**config.mk**
```make
export PLATFORM = sky130hd
export DESIGN_NAME = mem_port_bridge
export DESIGN_NICKNAME = d
export VERILOG_FILES = /design/src/rtl/mem_bridge_pkg.sv /design/src/rtl/prio_pick.sv /design/src/rtl/mem_port_bridge.sv
export SDC_FILE = /design/constraint.sdc
export NUM_CORES = 1
export LEC_CHECK = 0
export ABC_CLOCK_PERIOD_IN_PS = 20200
export BUFFER_PORTS_ARGS = -buffer_cell sky130_fd_sc_hd__buf_2
export CORE_AREA = 2 2 289 291
export DETAILED_ROUTE_END_ITERATION = 6
export DIE_AREA = 0 0 291 293
export GPL_TIMING_DRIVEN = 0
export PLACE_DENSITY_LB_ADDON = 0.1
export SETUP_SLACK_MARGIN = 0.1
export SLEW_MARGIN = 20
export SYNTH_ARGS = -nofsm -noshare
export SYNTH_HDL_FRONTEND = slang
export SYNTH_HIERARCHICAL = 1
export SYNTH_SLANG_ARGS = --single-unit
```
**constraint.sdc**
```tcl
create_clock -name mod_clk -period 20.2 [get_ports mod_clk]
set_clock_uncertainty 0.1 [all_clocks]
set_input_delay 3.03 -clock mod_clk [delete_from_list [all_inputs] [get_ports mod_clk]]
set_output_delay 3.03 -clock mod_clk [all_outputs]
set_load 0.02 [all_outputs]
```
**src/rtl/mem_bridge_pkg.sv**
```systemverilog
// Shared types and helpers for the kernel memory-port bridge.
// FSM state encoding and the external byte-address computation.
package mem_bridge_pkg;

    typedef enum logic [2:0] {
        RUN,
        ISSUE,
        WAIT_RD,
        WAIT_WR,
        RESUME,
        DONE
    } state_t;

    localparam int EXT_AW = 64;

    // Word address is already widened to 64 bits; the sum wraps mod 2^64.
    function automatic logic [EXT_AW-1:0] byte_addr(
        input logic [EXT_AW-1:0] base,
        input logic [EXT_AW-1:0] word,
        input int unsigned       shift
    );
        return base + (word << shift);
    endfunction

    // Index width for an n-entry port set, never narrower than 1 bit.
    function automatic int idx_bits(input int n);
        return (n > 1) ? $clog2(n) : 1;
    endfunction

endpackage

```
**src/rtl/prio_pick.sv**
```systemverilog
// Lowest-set-bit encoder used to choose the next pending port.
// Port 0 has the highest priority.
module prio_pick
    import mem_bridge_pkg::*;
#(
    parameter int N     = 2,
    parameter int IDX_W = 1
) (
    input  logic [N-1:0]     req,
    output logic [IDX_W-1:0] idx,
    output logic             valid
);

    // Scan from the top so the lowest set bit is written last.
    always_comb begin
        idx   = '0;
        valid = |req;
        for (int i = N - 1; i >= 0; i--) begin
            if (req[i]) begin
                idx = IDX_W'(i);
            end
        end
    end

endmodule

```
**src/rtl/mem_port_bridge.sv**
```systemverilog
// Bridges NUM_PORTS kernel scratchpad ports onto one external rd/wr handshake,
// freezing the kernel via kernel_ce. Optional counters: MEM_PORT_BRIDGE_STATS_EN.
module mem_port_bridge
    import mem_bridge_pkg::*;
#(
    parameter int NUM_PORTS  = 2,
    parameter int ADDR_WID   = 12,
    parameter int DATA_WID   = 32,
    parameter int BYTE_SHIFT = 2
) (
    input  logic                          mod_clk,
    input  logic                          reset,
    input  logic [63:0]                   read_base,
    input  logic [63:0]                   write_base,
    input  logic [63:0]                   xfer_size,
    input  logic [NUM_PORTS*ADDR_WID-1:0] k_addr,
    input  logic [NUM_PORTS-1:0]          k_ce,
    input  logic [NUM_PORTS-1:0]          k_we,
    input  logic [NUM_PORTS*DATA_WID-1:0] k_d,
    output logic [NUM_PORTS*DATA_WID-1:0] k_q,
    output logic                          kernel_ce,
    output logic                          ap_start,
    input  logic                          ap_done,
    input  logic [31:0]                   ap_return,
    output logic                          rd_en,
    output logic [63:0]                   rd_addr,
    output logic [63:0]                   rd_size,
    input  logic                          rd_ready,
    input  logic [DATA_WID-1:0]           rd_data,
    output logic                          wr_en,
    output logic [63:0]                   wr_addr,
    output logic [63:0]                   wr_size,
    output logic [DATA_WID-1:0]           wr_data,
    input  logic                          wr_ready,
`ifdef MEM_PORT_BRIDGE_STATS_EN
    output logic [31:0]                   stat_reads,
    output logic [31:0]                   stat_writes,
    output logic [31:0]                   stat_stall,
`endif
    output logic                          done,
    output logic [31:0]                   returnvalue
);

    localparam int IDX_W = idx_bits(NUM_PORTS);

    state_t               state;
    logic [NUM_PORTS-1:0] pend;
    logic [NUM_PORTS-1:0] pend_we;
    logic [IDX_W-1:0]     cur_idx;
    logic [IDX_W-1:0]     sel_idx;
    logic                 sel_vld;
    logic [NUM_PORTS-1:0] cur_oh;
    logic                 more_left;
    logic                 done_pend;
    logic [31:0]          ret_lat;
    logic                 capture;
    logic                 rd_acc;
    logic                 wr_acc;

    logic [ADDR_WID-1:0] lat_addr [NUM_PORTS];
    logic [DATA_WID-1:0] lat_d    [NUM_PORTS];
    logic [DATA_WID-1:0] q_r      [NUM_PORTS];

    prio_pick #(
        .N     (NUM_PORTS),
        .IDX_W (IDX_W)
    ) u_pick (
        .req   (pend),
        .idx   (sel_idx),
        .valid (sel_vld)
    );

    assign cur_oh    = NUM_PORTS'(1) << cur_idx;
    assign more_left = |(pend & ~cur_oh);
    assign capture   = (state == RUN) && (|k_ce);
    assign rd_acc    = (state == WAIT_RD) && rd_ready;
    assign wr_acc    = (state == WAIT_WR) && wr_ready;

    for (genvar p = 0; p < NUM_PORTS; p++) begin : g_q
        assign k_q[p*DATA_WID +: DATA_WID] = q_r[p];
    end

    // Main control FSM; all handshake and kernel-control outputs registered.
    always_ff @(posedge mod_clk or posedge reset) begin
        if (reset) begin
            state       <= RUN;
            pend        <= '0;
            pend_we     <= '0;
            cur_idx     <= '0;
            done_pend   <= 1'b0;
            ret_lat     <= '0;
            kernel_ce   <= 1'b1;
            ap_start    <= 1'b1;
            rd_en       <= 1'b0;
            rd_addr     <= '0;
            rd_size     <= '0;
            wr_en       <= 1'b0;
            wr_addr     <= '0;
            wr_size     <= '0;
            wr_data     <= '0;
            done        <= 1'b0;
            returnvalue <= '0;
        end else begin
            rd_en <= 1'b0;
            wr_en <= 1'b0;
            unique case (state)
                RUN: begin
                    if (|k_ce) begin
                        pend      <= k_ce;
                        pend_we   <= k_we & k_ce;
                        done_pend <= ap_done;
                        ret_lat   <= ap_return;
                        kernel_ce <= 1'b0;
                        state     <= ISSUE;
                    end else if (ap_done) begin
                        done        <= 1'b1;
                        returnvalue <= ap_return;
                        kernel_ce   <= 1'b0;
                        ap_start    <= 1'b0;
                        state       <= DONE;
                    end
                end
                ISSUE: begin
                    if (!sel_vld) begin
                        state <= RESUME;
                    end else if (pend_we[sel_idx]) begin
                        cur_idx <= sel_idx;
                        wr_en   <= 1'b1;
                        wr_addr <= byte_addr(write_base,
                                             64'(lat_addr[sel_idx]),
                                             BYTE_SHIFT);
                        wr_data <= lat_d[sel_idx];
                        wr_size <= xfer_size;
                        state   <= WAIT_WR;
                    end else begin
                        cur_idx <= sel_idx;
                        rd_en   <= 1'b1;
                        rd_addr <= byte_addr(read_base,
                                             64'(lat_addr[sel_idx]),
                                             BYTE_SHIFT);
                        rd_size <= xfer_size;
                        state   <= WAIT_RD;
                    end
                end
                WAIT_RD: begin
                    if (rd_ready) begin
                        pend  <= pend & ~cur_oh;
                        state <= more_left ? ISSUE : RESUME;
                    end
                end
                WAIT_WR: begin
                    if (wr_ready) begin
                        pend  <= pend & ~cur_oh;
                        state <= more_left ? ISSUE : RESUME;
                    end
                end
                RESUME: begin
                    // A done raised alongside accesses finishes after them.
                    if (done_pend) begin
                        done        <= 1'b1;
                        returnvalue <= ret_lat;
                        ap_start    <= 1'b0;
                        state       <= DONE;
                    end else begin
                        kernel_ce <= 1'b1;
                        state     <= RUN;
                    end
                end
                DONE: begin
                    state <= DONE;
                end
                default: begin
                    state <= RUN;
                end
            endcase
        end
    end

    // Capture request addresses/data and return read data to the port.
    always_ff @(posedge mod_clk or posedge reset) begin
        if (reset) begin
            for (int i = 0; i < NUM_PORTS; i++) begin
                lat_addr[i] <= '0;
                lat_d[i]    <= '0;
                q_r[i]      <= '0;
            end
        end else begin
            if (capture) begin
                for (int i = 0; i < NUM_PORTS; i++) begin
                    if (k_ce[i]) begin
                        lat_addr[i] <= k_addr[i*ADDR_WID +: ADDR_WID];
                        lat_d[i]    <= k_d[i*DATA_WID +: DATA_WID];
                    end
                end
            end
            if (rd_acc) begin
                q_r[cur_idx] <= rd_data;
            end
        end
    end

`ifdef MEM_PORT_BRIDGE_STATS_EN
    // Saturating access and stall counters.
    always_ff @(posedge mod_clk or posedge reset) begin
        if (reset) begin
            stat_reads  <= '0;
            stat_writes <= '0;
            stat_stall  <= '0;
        end else begin
            if (rd_acc && stat_reads != '1) begin
                stat_reads <= stat_reads + 32'd1;
            end
            if (wr_acc && stat_writes != '1) begin
                stat_writes <= stat_writes + 32'd1;
            end
            if (!kernel_ce && state != DONE && stat_stall != '1) begin
                stat_stall <= stat_stall + 32'd1;
            end
        end
    end
`else
    logic unused_acc;
    assign unused_acc = wr_acc;
`endif

endmodule

```
==> flow_summary.json <==
{
  "gp_congestion": 0.886,
  "tns_ns": 0,
  "cts_resized": 0,
  "final_design_area_no_fill_um2": 30900,
  "vias_per_cell": 4.85,
  "placed_cell_area_um2": 28600,
  "r2r.worst_path.cells": 12,
  "grtUsageMet1_pct": 25.6,
  "cts_htree_levels": 3,
  "numClockSinks": 518,
  "synth-seq-area-share_pct": 55.3,
  "worst_r2r_endpoint": "wr_addr[41]",
  "crit_slowest_cell": "sky130_fd_sc_hd__a2111oi_2",
  "library_cell_with_the_highest_instance_count_after_synthesis": "sky130_fd_sc_hd__nand2_1",
  "drv.max_cap_violation_count": 0,
  "ioPinCount": 742,
  "tightestPinTransition_ns": 1.11,
  "synth_top_cell_by_area": "sky130_fd_sc_hd__dfrtp_1",
  "use_met2_pct": 36.6,
  "grt_use_total_pct": 21.5,
  "netlist_instances": 2260,
  "layout-area-overhead-vs-synth_pct": 31.9,
  "dr.first_iter.drc_count": 1060,
  "drive_above_1_share_pct": 34.5,
  "pin_count_of_the_biggest_net_entering_global_routing": 107,
  "ys.flop_type": "sky130_fd_sc_hd__dfrtp_1",
  "seqCellArea_um2": 13000,
  "max_clock_freq_ghz": 0.171,
  "layout_worst_path_cycle_share_pct": 28.9,
  "synth.ff_latch_count": 518,
  "filler_cell_count": 8352,
  "die_area_um2": 85300,
  "synth.distinct_cells": 66,
  "post_cts_setup_buffer_count": 0,
  "num_rows": 105,
  "avgSynthCellArea_um2": 10.4,
  "reg2reg_slack_ns": 14.72,
  "floorplan.die.height_um": 293,
  "post_synthesis_async_set_or_reset_flop_share_pct": 100,
  "hold_path_end": "rd_size[45]",
  "setup_repair_after_global_routing_missed_its_margin": "false",
  "netlist.area_leader.share_pct": 55.1,
  "totalWireLength_um": 93500,
  "first_global_vias": 21100,
  "regToRegStartpoint": "pend[1]",
  "clock_insertion_delay_worst_skew_ns": 0.59,
  "cts_hold_repair.buffers": 0,
  "buffering_stage_count_on_the_worst_path_with_inverters_included": 3,
  "tritoncts": "yes",
  "area_of_the_multi_input_gates_um2": 9950,
  "final_max_slew_viol_count": 0,
  "gr-max-usage-layer": "met2",
  "slew_headroom_pct": 25.7,
  "ir_worst_vdd_mv": 0.0530,
  "max_stage_delay_ns": 0.55,
  "hold_path.class": "register to register",
  "power_density_nw_per_um2": 77.1,
  "cp.arrival_ns": 6.19,
  "grt_pass1_wl_um": 138000,
  "worst_endpoint_required_time_ns": 20.55,
  "cellLeakagePower_nw": 14.3,
  "detailroute.via_count": 20400,
  "route.detailed.drc": 0,
  "clock_tree.buffer_depth": 3,
  "dominant_cells_by_area_after_synthesis": "sky130_fd_sc_hd__dfrtp_1 (55%), sky130_fd_sc_hd__mux2_2 (9.6%), sky130_fd_sc_hd__nand2_1 (9.6%)",
  "hold_start": "rd_size[45]",
  "synth.net_count": 2639,
  "number_of_flops_mapped_to_enable_cells_by_yosys": 0,
  "synth.cell_area_um2": 23400,
  "outcome": "finished, final reports clean",
  "cts_root_buffer": "sky130_fd_sc_hd__clkbuf_16",
  "dieWidth_um": 291,
  "fin_crit_ns": 5.85,
  "worstSetupPathDepth": 11,
  "antenna_viol_nets_final": 0,
  "cts_inserted_buffers": 66,
  "fin_util_pct": 37.8,
  "fin_nets": 3453,
  "grt_util_met3_pct": 6.87,
  "antenna_violations_before_repair": 44,
  "wl_per_cell_um": 22.2,
  "dp_hpwl_um": 73300,
  "cp_cell_sequence": "buf_2 > ha_1 > fa_1 > a211oi_1 > o21ai_0 > a2111oi_2 > buf_2 > clkbuf_1 > nor3_1 > xnor2_1 > o21ai_0",
  "critPathMaxFanout": 10,
  "yosys_warnings": 6,
  "coreArea_um2": 81800,
  "globalRoute.totalOverflow": 0,
  "buffer_ports.inserted": 740,
  "start_util_pct": 28.6,
  "timing.critical_path.to_type": "register",
  "finalSetupViolations": 0,
  "hold-path-cell-count": 2,
  "path_class": "input pin to register",
  "synth_common_cells": "sky130_fd_sc_hd__nand2_1 (597), sky130_fd_sc_hd__dfrtp_1 (516), sky130_fd_sc_hd__mux2_2 (199), sky130_fd_sc_hd__o21ai_0 (137), sky130_fd_sc_hd__clkbuf_1 (110)",
  "drt-pass1-iter-count": 5,
  "clk_pin_slew_ns": 0.05,
  "hold_violations": 0,
  "cpLargestDelayFamily": "compound AO/OA/AOI/OAI gates",
  "setup_crit_start_kind": "input pin"
}
registers in the layout, indices dropped and copies added, names as in the netlist, 2 cells and up:
| register | count |
|---|---|
| wr_addr | 64 |
| k_q | 64 |
| returnvalue | 32 |
| rd_addr | 64 |
| wr_size | 64 |
| lat_addr | 24 |
| rd_size | 64 |
| ret_lat | 32 |
| pend_we | 2 |
| pend | 2 |
| lat_d | 64 |
| state | 3 |
| wr_data | 32 |
metal layers:
layer | routed length [um] | share of wire, % | up-vias
met5 | 298 | 0.32 | -
met4 | 2730 | 2.9 | 48
met3 | 7710 | 8.2 | 190
met2 | 45700 | 49 | 652
met1 | 37000 | 40 | 10000
li1 | - | - | 9499
layout make-up:
class / instances / share of cell area [%]
inverter: 14 / 0.194
antenna: 16 / 0.130
buffer: 124 / 1.57
sequential: 518 / 42.0
multi-input combinational: 1604 / 32.2
clock buffer: 96 / 6.30
clock inverter: 24 / 0.887
timing repair buffer: 746 / 12.4
tap: 1070 / 4.33
cells in the final DEF, fill, tap and decap left out, types with 24 or more instances in the layout:
cell type / Yosys / layout
sky130_fd_sc_hd__nand2_1: 597 / 597
sky130_fd_sc_hd__clkbuf_16: 0 / 68
sky130_fd_sc_hd__xnor2_1: 71 / 71
sky130_fd_sc_hd__o21ai_0: 137 / 137
sky130_fd_sc_hd__mux2_2: 199 / 199
sky130_fd_sc_hd__a21oi_1: 61 / 61
sky130_fd_sc_hd__nor2_1: 93 / 93
sky130_fd_sc_hd__mux2i_1: 70 / 70
sky130_fd_sc_hd__clkbuf_1: 110 / 124
sky130_fd_sc_hd__ha_1: 24 / 24
sky130_fd_sc_hd__a31oi_1: 32 / 32
sky130_fd_sc_hd__buf_2: 1 / 742
sky130_fd_sc_hd__nand4_1: 35 / 35
sky130_fd_sc_hd__nor3_1: 25 / 25
sky130_fd_sc_hd__nand3_1: 33 / 33
sky130_fd_sc_hd__dfrtp_1: 516 / 516
where the power goes:
part / internal (mW) / switching, mW / total, mW
Combinational: 0.0492 / 0.0782 / 0.127
Clock: 0.726 / 0.480 / 1.21
Sequential: 1.05 / 0.00427 / 1.05
worst max path at each step:
stage | start | endpoint | slack, ns
finish | write_base[2] | wr_addr[48] | 14.35
global route | write_base[2] | wr_addr[44] | 14.13
CTS | write_base[2] | wr_addr[44] | 14.33
detailed placement | write_base[2] | wr_addr[44] | 13.70
global placement | reset | rd_addr[19] | -3.78
floorplan | reset | cur_idx | 2.60
worst min-delay path, delay by kind of cell, from the launching register on:
family           cells  cell delay, ns
DFF                  1            0.33
and+or+nand+nor      2            0.10
cell families (layout without fill, tap and decap cells):
group                    after synthesis  in the layout  synth area share (%)
AND/OR/NAND/NOR                      908            908                  17.1
AO/OA/AOI/OAI                        319            319                  8.23
multiplexers                         269            269                  12.6
buffers and inverters                138           1004                  2.29
adder cells (fa/ha/maj)               26             26                  1.45
flip-flops                           518            518                  55.3
XOR/XNOR                              82             82                  3.07
other                                  0             16                     0
per-stage QoR:
step | hold WS (ns) | setup WS [ns] | cells | total power, mW
after global placement | 0.349 | -3.78 | 4070 | 1.19
after CTS | 0.370 | 14.33 | 4196 | 2.42
after floorplan | 0.375 | 2.60 | 2260 | 1.12
after global routing | 0.384 | 14.13 | 4205 | 2.48
after detailed placement | 0.347 | 13.70 | 4076 | 1.20
final | 0.365 | 14.35 | 4212 | 2.38
Power figures use the tool's default switching activity.
